$ cat src/rtl/csr_seed_pool_if.sv
// Bundle of noise-source and CSR-access signals for the Zkr seed CSR.
// master drives samples and accesses; slave is the seed pool.
interface csr_seed_pool_if #(
  parameter int XLEN = 32
);
  logic            RawValid;
  logic [15:0]     RawSample;
  logic [11:0]     CSRAdrM;
  logic            CSRReadM;
  logic            CSRWriteM;
  logic            StallM;
  logic            FlushM;
  logic [1:0]      PrivilegeModeM;
  logic            SSEED;
  logic            USEED;
  logic [XLEN-1:0] SeedReadValM;
  logic            IllegalSeedAccessM;
  logic            SeedDead;

  modport master (
    output RawValid, RawSample, CSRAdrM, CSRReadM, CSRWriteM, StallM, FlushM,
           PrivilegeModeM, SSEED, USEED,
    input  SeedReadValM, IllegalSeedAccessM, SeedDead
  );

  modport slave (
    input  RawValid, RawSample, CSRAdrM, CSRReadM, CSRWriteM, StallM, FlushM,
           PrivilegeModeM, SSEED, USEED,
    output SeedReadValM, IllegalSeedAccessM, SeedDead
  );
endinterface

$ cat src/rtl/csr_seed_pool.sv
// Zkr seed CSR (0x015): repetition-count health test, entropy FIFO and OPST status.
// Define SEED_ADAPTIVE_PROPORTION_EN to add the adaptive-proportion health test.
module csr_seed_pool #(
  parameter int XLEN        = 32,
  parameter int DEPTH       = 8,
  parameter int BIST_CYCLES = 64,
  parameter int RCT_CUTOFF  = 6
) (
  input logic            clk,
  input logic            reset,
  csr_seed_pool_if.slave bus
);
  localparam int AW = $clog2(DEPTH);
  localparam int CW = AW + 1;
  localparam int BW = $clog2(BIST_CYCLES + 1);
  localparam logic [BW-1:0] BIST_LAST = BW'(BIST_CYCLES - 1);
  localparam logic [BW-1:0] BIST_ONE  = BW'(1);
  localparam logic [CW-1:0] CNT_FULL  = CW'(DEPTH);
  localparam logic [CW-1:0] CNT_ONE   = CW'(1);
  localparam logic [CW-1:0] CNT_ZERO  = CW'(0);
  localparam logic [AW-1:0] PTR_ONE   = AW'(1);
  localparam logic [7:0]    RCT_LIMIT = 8'(RCT_CUTOFF);
  localparam logic [11:0]   SEED_ADR  = 12'h015;

  typedef enum logic [1:0] {
    ST_BIST = 2'b00,
    ST_WAIT = 2'b01,
    ST_ES16 = 2'b10,
    ST_DEAD = 2'b11
  } state_t;

  state_t          r_state, w_state_nxt;
  logic [BW-1:0]   r_bist_cnt;
  logic [7:0]      r_rct_cnt, w_rct_nxt;
  logic [15:0]     r_last;
  logic [15:0]     r_mem [DEPTH];
  logic [AW-1:0]   r_wptr, r_rptr;
  logic [CW-1:0]   r_count, w_count_nxt;
  logic            w_test_en, w_rct_fail, w_apt_fail, w_fail;
  logic            w_adr_hit, w_priv_ok, w_legal, w_push, w_pop;
  logic [15:0]     w_entropy;
  logic [XLEN-1:0] w_rd_val;

  assign w_test_en  = bus.RawValid && (r_state != ST_DEAD);
  // A zero run length marks "no sample since reset", so the first sample counts as 1.
  assign w_rct_nxt  = ((r_rct_cnt != 8'd0) && (bus.RawSample == r_last)) ? (r_rct_cnt + 8'd1) : 8'd1;
  assign w_rct_fail = w_test_en && (w_rct_nxt == RCT_LIMIT);
  assign w_fail     = w_rct_fail || w_apt_fail;

`ifdef SEED_ADAPTIVE_PROPORTION_EN
  logic [5:0]  r_apt_win, r_apt_cnt, w_apt_cnt_nxt;
  logic [15:0] r_apt_ref;

  // Match count within the current 64-sample window; the window's first sample is the reference.
  always_comb begin
    w_apt_cnt_nxt = r_apt_cnt;
    if (r_apt_win == 6'd0) begin
      w_apt_cnt_nxt = 6'd1;
    end else if (bus.RawSample == r_apt_ref) begin
      w_apt_cnt_nxt = r_apt_cnt + 6'd1;
    end else begin
      w_apt_cnt_nxt = r_apt_cnt;
    end
  end

  assign w_apt_fail = w_test_en && (w_apt_cnt_nxt == 6'd40);

  // Adaptive-proportion window position, reference and match count.
  always_ff @(posedge clk) begin
    if (!reset) begin
      r_apt_win <= 6'd0;
      r_apt_cnt <= 6'd0;
      r_apt_ref <= 16'h0000;
    end else if (w_test_en) begin
      r_apt_win <= r_apt_win + 6'd1;
      r_apt_cnt <= w_apt_cnt_nxt;
      if (r_apt_win == 6'd0) begin
        r_apt_ref <= bus.RawSample;
      end
    end
  end
`else
  assign w_apt_fail = 1'b0;
`endif

  // Privilege and write-form gating of the seed access.
  always_comb begin
    w_priv_ok = 1'b0;
    case (bus.PrivilegeModeM)
      2'b11:   w_priv_ok = 1'b1;
      2'b01:   w_priv_ok = bus.SSEED;
      2'b00:   w_priv_ok = bus.USEED;
      default: w_priv_ok = 1'b0;
    endcase
  end

  assign w_adr_hit = (bus.CSRAdrM == SEED_ADR);
  assign w_legal   = w_adr_hit && bus.CSRWriteM && w_priv_ok;
  assign w_pop     = w_legal && bus.CSRReadM && (r_state == ST_ES16) && !bus.StallM && !bus.FlushM
                     && (r_count != CNT_ZERO);
  // A full FIFO still accepts a push when the same cycle pops.
  assign w_push    = w_test_en && !w_fail && ((r_count != CNT_FULL) || w_pop);

  // FIFO occupancy after this cycle's push/pop.
  always_comb begin
    w_count_nxt = r_count;
    case ({w_push, w_pop})
      2'b10:   w_count_nxt = r_count + CNT_ONE;
      2'b01:   w_count_nxt = r_count - CNT_ONE;
      default: w_count_nxt = r_count;
    endcase
  end

  // OPST next state; ES16 leaves as soon as the FIFO is about to be empty.
  always_comb begin
    w_state_nxt = r_state;
    case (r_state)
      ST_BIST: begin
        if (r_bist_cnt == BIST_LAST) w_state_nxt = ST_WAIT;
        else                         w_state_nxt = ST_BIST;
      end
      ST_WAIT: begin
        if (r_count != CNT_ZERO) w_state_nxt = ST_ES16;
        else                     w_state_nxt = ST_WAIT;
      end
      ST_ES16: begin
        if (w_count_nxt == CNT_ZERO) w_state_nxt = ST_WAIT;
        else                         w_state_nxt = ST_ES16;
      end
      ST_DEAD: w_state_nxt = ST_DEAD;
      default: w_state_nxt = ST_BIST;
    endcase
    if (w_fail) begin
      w_state_nxt = ST_DEAD;
    end else begin
      w_state_nxt = w_state_nxt;
    end
  end

  // State, BIST timer, health-test history and FIFO pointers.
  always_ff @(posedge clk) begin
    if (!reset) begin
      r_state    <= ST_BIST;
      r_bist_cnt <= {BW{1'b0}};
      r_rct_cnt  <= 8'd0;
      r_last     <= 16'h0000;
      r_wptr     <= {AW{1'b0}};
      r_rptr     <= {AW{1'b0}};
      r_count    <= CNT_ZERO;
    end else begin
      r_state <= w_state_nxt;
      r_count <= w_count_nxt;
      if (r_state == ST_BIST) r_bist_cnt <= r_bist_cnt + BIST_ONE;
      if (w_test_en) begin
        r_rct_cnt <= w_rct_nxt;
        r_last    <= bus.RawSample;
      end
      if (w_push) r_wptr <= r_wptr + PTR_ONE;
      if (w_pop)  r_rptr <= r_rptr + PTR_ONE;
    end
  end

  // Entropy storage; contents are don't-care until written.
  always_ff @(posedge clk) begin
    if (w_push) r_mem[r_wptr] <= bus.RawSample;
  end

  // Read value: OPST in [31:30], entropy only while ES16.
  always_comb begin
    w_entropy = 16'h0000;
    if (r_state == ST_ES16) w_entropy = r_mem[r_rptr];
    else                    w_entropy = 16'h0000;
    w_rd_val        = {XLEN{1'b0}};
    w_rd_val[31:0]  = {r_state, 14'b0, w_entropy};
  end

  assign bus.SeedReadValM       = w_legal ? w_rd_val : {XLEN{1'b0}};
  assign bus.IllegalSeedAccessM = !w_legal;
  assign bus.SeedDead           = (r_state == ST_DEAD);
endmodule

$ cat src/flat_wrapper.sv
// flat-port wrapper written by rule: the top's interface ports become plain ports
module csr_seed_pool_flat 
#(
  parameter int XLEN        = 32,
  parameter int DEPTH       = 8,
  parameter int BIST_CYCLES = 64,
  parameter int RCT_CUTOFF  = 6
)
  (clk, reset, bus_RawValid, bus_RawSample, bus_CSRAdrM, bus_CSRReadM, bus_CSRWriteM, bus_StallM, bus_FlushM, bus_PrivilegeModeM, bus_SSEED, bus_USEED, bus_SeedReadValM, bus_IllegalSeedAccessM, bus_SeedDead);
  csr_seed_pool_if #(.XLEN(XLEN)) bus_i ();
  input logic clk;
  input logic reset;
  input wire logic [$bits(bus_i.RawValid)-1:0] bus_RawValid;
  input wire logic [$bits(bus_i.RawSample)-1:0] bus_RawSample;
  input wire logic [$bits(bus_i.CSRAdrM)-1:0] bus_CSRAdrM;
  input wire logic [$bits(bus_i.CSRReadM)-1:0] bus_CSRReadM;
  input wire logic [$bits(bus_i.CSRWriteM)-1:0] bus_CSRWriteM;
  input wire logic [$bits(bus_i.StallM)-1:0] bus_StallM;
  input wire logic [$bits(bus_i.FlushM)-1:0] bus_FlushM;
  input wire logic [$bits(bus_i.PrivilegeModeM)-1:0] bus_PrivilegeModeM;
  input wire logic [$bits(bus_i.SSEED)-1:0] bus_SSEED;
  input wire logic [$bits(bus_i.USEED)-1:0] bus_USEED;
  output wire logic [$bits(bus_i.SeedReadValM)-1:0] bus_SeedReadValM;
  output wire logic [$bits(bus_i.IllegalSeedAccessM)-1:0] bus_IllegalSeedAccessM;
  output wire logic [$bits(bus_i.SeedDead)-1:0] bus_SeedDead;
  assign bus_i.RawValid = bus_RawValid;
  assign bus_i.RawSample = bus_RawSample;
  assign bus_i.CSRAdrM = bus_CSRAdrM;
  assign bus_i.CSRReadM = bus_CSRReadM;
  assign bus_i.CSRWriteM = bus_CSRWriteM;
  assign bus_i.StallM = bus_StallM;
  assign bus_i.FlushM = bus_FlushM;
  assign bus_i.PrivilegeModeM = bus_PrivilegeModeM;
  assign bus_i.SSEED = bus_SSEED;
  assign bus_i.USEED = bus_USEED;
  assign bus_SeedReadValM = bus_i.SeedReadValM;
  assign bus_IllegalSeedAccessM = bus_i.IllegalSeedAccessM;
  assign bus_SeedDead = bus_i.SeedDead;
  csr_seed_pool #(.XLEN(XLEN), .DEPTH(DEPTH), .BIST_CYCLES(BIST_CYCLES), .RCT_CUTOFF(RCT_CUTOFF)) u_core (.clk(clk), .reset(reset), .bus(bus_i));
endmodule
$ cat config.mk
export PLATFORM = sky130hd
export DESIGN_NAME = csr_seed_pool_flat
export DESIGN_NICKNAME = d
export VERILOG_FILES = /design/src/rtl/csr_seed_pool_if.sv /design/src/rtl/csr_seed_pool.sv /design/src/flat_wrapper.sv
export SDC_FILE = /design/constraint.sdc
export NUM_CORES = 1
export LEC_CHECK = 0
export BUFFER_PORTS_ARGS = -buffer_cell sky130_fd_sc_hd__buf_2
export CAP_MARGIN = 20
export CORE_UTILIZATION = 45
export CTS_CLUSTER_SIZE = 10
export DETAILED_ROUTE_END_ITERATION = 7
export PLACE_DENSITY_LB_ADDON = 0.08
export REMOVE_ABC_BUFFERS = 1
export SLEW_MARGIN = 20
export SYNTH_ARGS = -nofsm -noshare
export SYNTH_HDL_FRONTEND = slang
export SYNTH_SLANG_ARGS = --single-unit
$ cat constraint.sdc
create_clock -name clk -period 10.5 [get_ports clk]
set_input_delay 1.575 -clock clk [delete_from_list [all_inputs] [get_ports clk]]
set_output_delay 1.575 -clock clk [all_outputs]
set_load 0.03 [all_outputs]
==> results.sh, run 1 <==
export IMPL_status="finished clean"
export IMPL_first_pass_iters=5
export IMPL_min_period_ns=5.10
export IMPL_h_tree_depth=4
export IMPL_r2r_start="u_core.r_state[0]"
export IMPL_cp_common_cell="buf_2"
export IMPL_slew_headroom_pct=30.0
export IMPL_cp_data_required_time_ns=8.93
export IMPL_grt_util_all_layers_pct=18.3
export IMPL_antenna_found_initial=0
export IMPL_hp_class="flop to flop"
export IMPL_core_sq_um=16100
export IMPL_clock_sinks=174
export IMPL_finalNonFillerCells=826
export IMPL_layout_area_seq_sq_um=4770
export IMPL_dp_cells=794
export IMPL_rows=46
export IMPL_worst_pin_slew_ns=1.05
export IMPL_synth_cell_types=62
export IMPL_postCtsHoldBufs=0
export IMPL_worst_skew_pair_late_latency_ns=0.42
export IMPL_nNetsFinal=644
export IMPL_final_util_pct=53.8
export IMPL_slowest_delay_ns=0.47
export IMPL_grt_pass1_vias=4524
export IMPL_die_area_sq_um=17200
export IMPL_drt_total_wl_microns=14900
export IMPL_grt_pass1_wl_microns=24200
export IMPL_worst_path_buf_inv=2
export IMPL_final_cell_mix="edfxtp_1, buf_2, nand2_1"
export IMPL_vdd_ir_drop_max_uv=110
export IMPL_postCtsSetupBuffers=0
export IMPL_multi_input_area_sq_um=2570
export IMPL_grt_max_degree=33
export IMPL_synth_top_area_share_pct=51.1
export IMPL_dominantRegCellSynth="edfxtp_1"
export IMPL_end_kind="output pin"
export IMPL_ys_ff_latch=174
export IMPL_avgSynthCellArea_sq_um=14.1
export IMPL_synthArstFlopShare_pct=0
export IMPL_crit_chain="buf_2 -> nor4b_2 -> and4_4 -> and3_1 -> nand2b_1 -> nor2_1 -> buf_2"
export IMPL_drt_antenna_violating_nets=0
export IMPL_final_common_cell="edfxtp_1"
export IMPL_drive_gt1_share_pct=23.8
export IMPL_fillers=1360
export IMPL_cts_tree="yes"
export IMPL_dpl_hpwl_microns=9560
export IMPL_hold_path_cell_count=2
export IMPL_worstHoldEndpoint="u_core.r_last[9]"
export IMPL_cap_viol_max_count=0
export IMPL_synth_edff_count=128
export IMPL_numCtsBuffers=17
export IMPL_hold_violations=0
export IMPL_skew_ns=0.00677
export IMPL_netlist_area_sq_um=7520
export IMPL_vias=4395
export IMPL_ys_warn_count=0
export IMPL_slew_viol_final=0
export IMPL_fin_setup_tns_ns=0
export IMPL_reg2reg_slack_ns=6.98
export IMPL_start_util_pct=46.7
export IMPL_post_route_cell_area_sq_um=8680
export IMPL_die_w_microns=131
export IMPL_setup_viol=0
export IMPL_cp_max_fo=16
export IMPL_worstSetupPathType="input pin to output pin"
export IMPL_startpoint_type="input pin"
export IMPL_r2r_end="u_core.r_mem[6][2]"
export IMPL_rr_worst_depth=7
export IMPL_grt_ovfl_total=0
export IMPL_synth_largest_area_cell="edfxtp_1"
export IMPL_n_antenna_cell=0
export IMPL_fmax_ghz=0.196
export IMPL_clk_pin_slew_ns=0.06
export IMPL_hold_start="u_core.r_last[9]"
export IMPL_cp_arrival_ns=3.52
export IMPL_min_period_over_period_pct=48.6
export IMPL_power_density_nw_per_um2=178
export IMPL_ctsResizeCount=0
export IMPL_netlist_instances=535
export IMPL_leakage_nw=2.98
export IMPL_drt_iter0_drc=283
export IMPL_routed_via_density=5.32
export IMPL_die_height_microns=131
export IMPL_rsz0062_at_grt="no"
export IMPL_syn_to_final_growth_pct=15.4
export IMPL_clockRootBuffer="clkbuf_16"
export IMPL_io_buffers=58
export IMPL_crit_slowest_cell="nand2b_1"
export IMPL_drc=0
export IMPL_cts_buffer_depth=2
export IMPL_ioPinCount=73
export IMPL_placed_cell_area_sq_um=8010
export IMPL_gp_congestion=0.795
export IMPL_netlist_top_cells_area="edfxtp_1, dfxtp_1, mux4_2, xnor2_1, nand2_1"
export IMPL_wire_per_inst_microns=18.0
export IMPL_synth_seq_area_share_pct=63.4
export IMPL_cp_top_family="simple AND/OR/NAND/NOR gates"
power by group:
part | switching, W | internal (W)
sequential | 0.00000928 | 0.000757
clock | 0.000247 | 0.000453
combinational | 0.0000470 | 0.0000276
total | 0.000303 | 0.00124
cells in the mapped netlist, drive strengths merged, types with 2 or more instances:
cell type / count
a21oi: 31
a211o: 2
clkbuf: 18
edfxtp: 128
and2: 6
inv: 11
dfxtp: 46
or3: 2
xnor2: 23
nor4b: 4
buf: 20
ha: 7
nand3b: 4
mux4: 32
o21ai: 15
a311oi: 2
nand2b: 2
and3b: 2
nand2: 53
nor4: 4
nor3b: 5
a21o: 2
nand3: 7
and3: 7
a31oi: 2
xor2: 5
nor3: 6
mux2i: 18
nor2: 41
nand4: 6
nor2b: 3
registers in the layout, summed over array words and instances, names as in the netlist, named ones only:
signal	cells
u_core.r_bist_cnt	7
u_core.r_mem	128
u_core.r_rptr	3
u_core.r_last	16
u_core.r_rct_cnt	8
u_core.r_wptr	3
u_core.r_state	2
u_core.r_count	4
layout make-up:
type,instances,share of cell area (%)
Inverter,11,0.476
Tap cell,216,3.11
Timing Repair Buffer,68,4.21
Multi-Input combinational cell,325,29.6
Clock buffer,22,5.23
Sequential cell,174,54.9
Clock inverter,10,2.42
metrics by stage:
stage	power (W)	worst slack [ns]	hold WS, ns
global route	0.00159	5.24	0.490
global placement	0.000853	5.46	0.448
floorplan	0.000824	5.67	0.440
CTS	0.00155	5.35	0.469
detailed placement	0.000856	5.38	0.460
finish	0.00154	5.40	0.466
worst min-delay path: cells and delay by family, from the launching register on:
family           cells  cell delay [ns]
AO/OA/AOI/OAI        1             0.05
flip-flops           1             0.31
AND/OR/NAND/NOR      1             0.05
worst max-delay path by stage:
stage,from,to,slack (ns),depth (start not counted)
after detailed placement,bus_CSRAdrM[7],bus_SeedReadValM[9],5.38,7
after CTS,bus_CSRAdrM[7],bus_SeedReadValM[9],5.35,7
after global placement,bus_CSRAdrM[7],bus_SeedReadValM[9],5.46,7
final,bus_CSRAdrM[7],bus_SeedReadValM[9],5.40,7
after floorplan,bus_CSRAdrM[5],bus_SeedReadValM[0],5.67,5
after global routing,bus_CSRAdrM[7],bus_SeedReadValM[9],5.24,7
per-layer routing:
| layer | track usage [%] | wire, microns | vias up |
|---|---|---|---|
| li1 | - | - | 2101 |
| met1 | 22.5 | 6710 | 2225 |
| met2 | 32.5 | 7630 | 57 |
| met3 | 3.97 | 332 | 12 |
| met4 | 5.23 | 198 | 0 |
| met5 | 0 | 0 | - |
logic make-up after synthesis:
family | share of synthesized area [%]
buffers and inverters | 3.39
xor gates and xnor gates | 3.26
DFF | 63.4
other | 0.0499
AOI/OAI and AO/OA | 5.74
adders and majority gates | 1.43
muxes | 12.0
and+or+nand+nor | 10.8
(Power assumes the default switching activity.)
==> inputs of run 2 (changes only) <==
==> constraint.sdc (replaced) <==
create_clock -name clk -period 5 [get_ports clk]
set_input_delay 0.75 -clock clk [delete_from_list [all_inputs] [get_ports clk]]
set_output_delay 0.75 -clock clk [all_outputs]
set_load 0.03 [all_outputs]
==> run 2 against run 1 <==
- utilization down 0.11 points
- via count up 0.66%
- die area unchanged
- critical endpoint is now u_core.r_state[1]
==> results.sh, run 2 (synthesis gave the netlist of run 1 again) <==
export IMPL_status="finished clean"
export IMPL_rows=46
export IMPL_slew_viol_final=0
export IMPL_syn_to_final_growth_pct=15.1
export IMPL_die_area_sq_um=17200
export IMPL_drive_gt1_share_pct=24.3
export IMPL_drc=0
export IMPL_min_period_ns=3.55
export IMPL_startpoint_type="input pin"
export IMPL_postCtsHoldBufs=0
export IMPL_grt_pass1_vias=4369
export IMPL_worst_slack_ns=1.45
export IMPL_vias=4424
export IMPL_vdd_ir_drop_max_uv=253
export IMPL_top_register="u_core.r_mem"
export IMPL_post_route_cell_area_sq_um=8660
export IMPL_hold_path_cell_count=2
export IMPL_numCtsBuffers=17
export IMPL_leakage_nw=2.98
export IMPL_fin_setup_tns_ns=0
export IMPL_grt_max_degree=40
export IMPL_worst_skew_pair_late_latency_ns=0.42
export IMPL_end_kind="flop"
export IMPL_worstSetupPathType="input pin to flop"
export IMPL_rsz0062_at_grt="no"
export IMPL_ioPinCount=73
export IMPL_postCtsSetupBuffers=0
export IMPL_cp_arrival_ns=3.86
export IMPL_core_sq_um=16100
export IMPL_power_density_nw_per_um2=362
export IMPL_nNetsFinal=648
export IMPL_io_buffers=58
export IMPL_die_height_microns=131
export IMPL_grt_util_all_layers_pct=18.2
export IMPL_drt_total_wl_microns=14900
export IMPL_clock_sinks=174
export IMPL_totalPowerFinal_w=0.00314
export IMPL_die_w_microns=131
export IMPL_grt_ovfl_total=0
export IMPL_hold_violations=0
export IMPL_antenna_found_initial=0
export IMPL_placed_cell_area_sq_um=8040
export IMPL_dpl_hpwl_microns=9460
export IMPL_min_period_over_period_pct=71.0
export IMPL_routed_via_density=5.33
export IMPL_cp_max_fo=12
export IMPL_largest_reg_flops=128
export IMPL_hp_class="flop to flop"
export IMPL_drt_antenna_violating_nets=0
export IMPL_first_pass_iters=4
export IMPL_wire_per_inst_microns=18.0
export IMPL_slew_headroom_pct=26.5
export IMPL_n_antenna_cell=0
export IMPL_final_cell_mix="edfxtp_1, buf_2, nand2_1"
export IMPL_reg_top3="u_core.r_mem x128, u_core.r_last x16, u_core.r_rct_cnt x8"
export IMPL_skew_ns=0.00912
export IMPL_clockRootBuffer="clkbuf_16"
export IMPL_cts_buffer_depth=2
export IMPL_h_tree_depth=4
export IMPL_clk_pin_slew_ns=0.06
export IMPL_worst_pin_slew_ns=1.10
export IMPL_cap_viol_max_count=0
export IMPL_grt_pass1_wl_microns=23800
export IMPL_cp_data_required_time_ns=5.31
export IMPL_drt_iter0_drc=226
export IMPL_preCtsSetupSlack_ns=1.04
export IMPL_gp_congestion=0.785
export IMPL_ctsResizeCount=0
export IMPL_cts_tree="yes"
export IMPL_fmax_ghz=0.282
export IMPL_start_util_pct=46.7
export IMPL_rr_worst_depth=14
export IMPL_final_common_cell="edfxtp_1"
export IMPL_setup_viol=0
[run 2: worst paths after layout]
| check | endpoint | slack (ns) | from |
|---|---|---|---|
| hold reg to reg | u_core.r_last[3] | 0.47 | u_core.r_last[3] |
| setup reg to reg | u_core.r_state[1] | 1.60 | u_core.r_rct_cnt[1] |
| setup / recovery | u_core.r_state[1] | 1.45 | bus_RawSample[8] |
| hold / removal | u_core.r_last[3] | 0.47 | u_core.r_last[3] |
[run 2: stage by stage]
stage	hold WS (ns)	std cells	util (%)
after floorplan	0.440	510	-
after global placement	0.448	798	49.9
after detailed placement	0.460	798	49.9
after CTS	0.468	830	53.7
after global routing	0.483	830	53.7
final	0.467	830	53.7
[run 2: cell type report]
class	instances	area [sq um]
clock buffers	21	450
clock inverters	11	166
fillers	1352	7460
inverters	11	41.3
multi-input cells	325	2570
flip-flops and latches	174	4770
well taps	216	270
repair buffers	72	395
[run 2: report_power, final]
part | switching, W | total [W] | leakage, nW | internal (W)
clock network | 0.000522 | 0.00137 | 0.295 | 0.000848
logic | 0.0000997 | 0.000160 | 1.14 | 0.0000606
registers | 0.0000188 | 0.00161 | 1.54 | 0.00159
[run 2: worst max-delay path, stage by stage]
cell     delay [ns]
buf_2          0.19
xnor2_1        0.14
nand4_1        0.16
nor3_1         0.62
a31o_4         0.36
nand2_1        0.11
inv_1          0.11
ha_1           0.22
a21o_1         0.19
a21o_1         0.21
nand3_1        0.09
a21oi_1        0.06
a211o_1        0.29
o41a_1         0.36
[run 2: metal layers]
metal  part of all wire [%]  vias up  GRT usage (%)
li1                       -     2103              -
met1                     46     2228           23.8
met2                     50       78           30.6
met3                    2.7       15           3.40
met4                    1.2        0           6.40
met5                      0        -              0
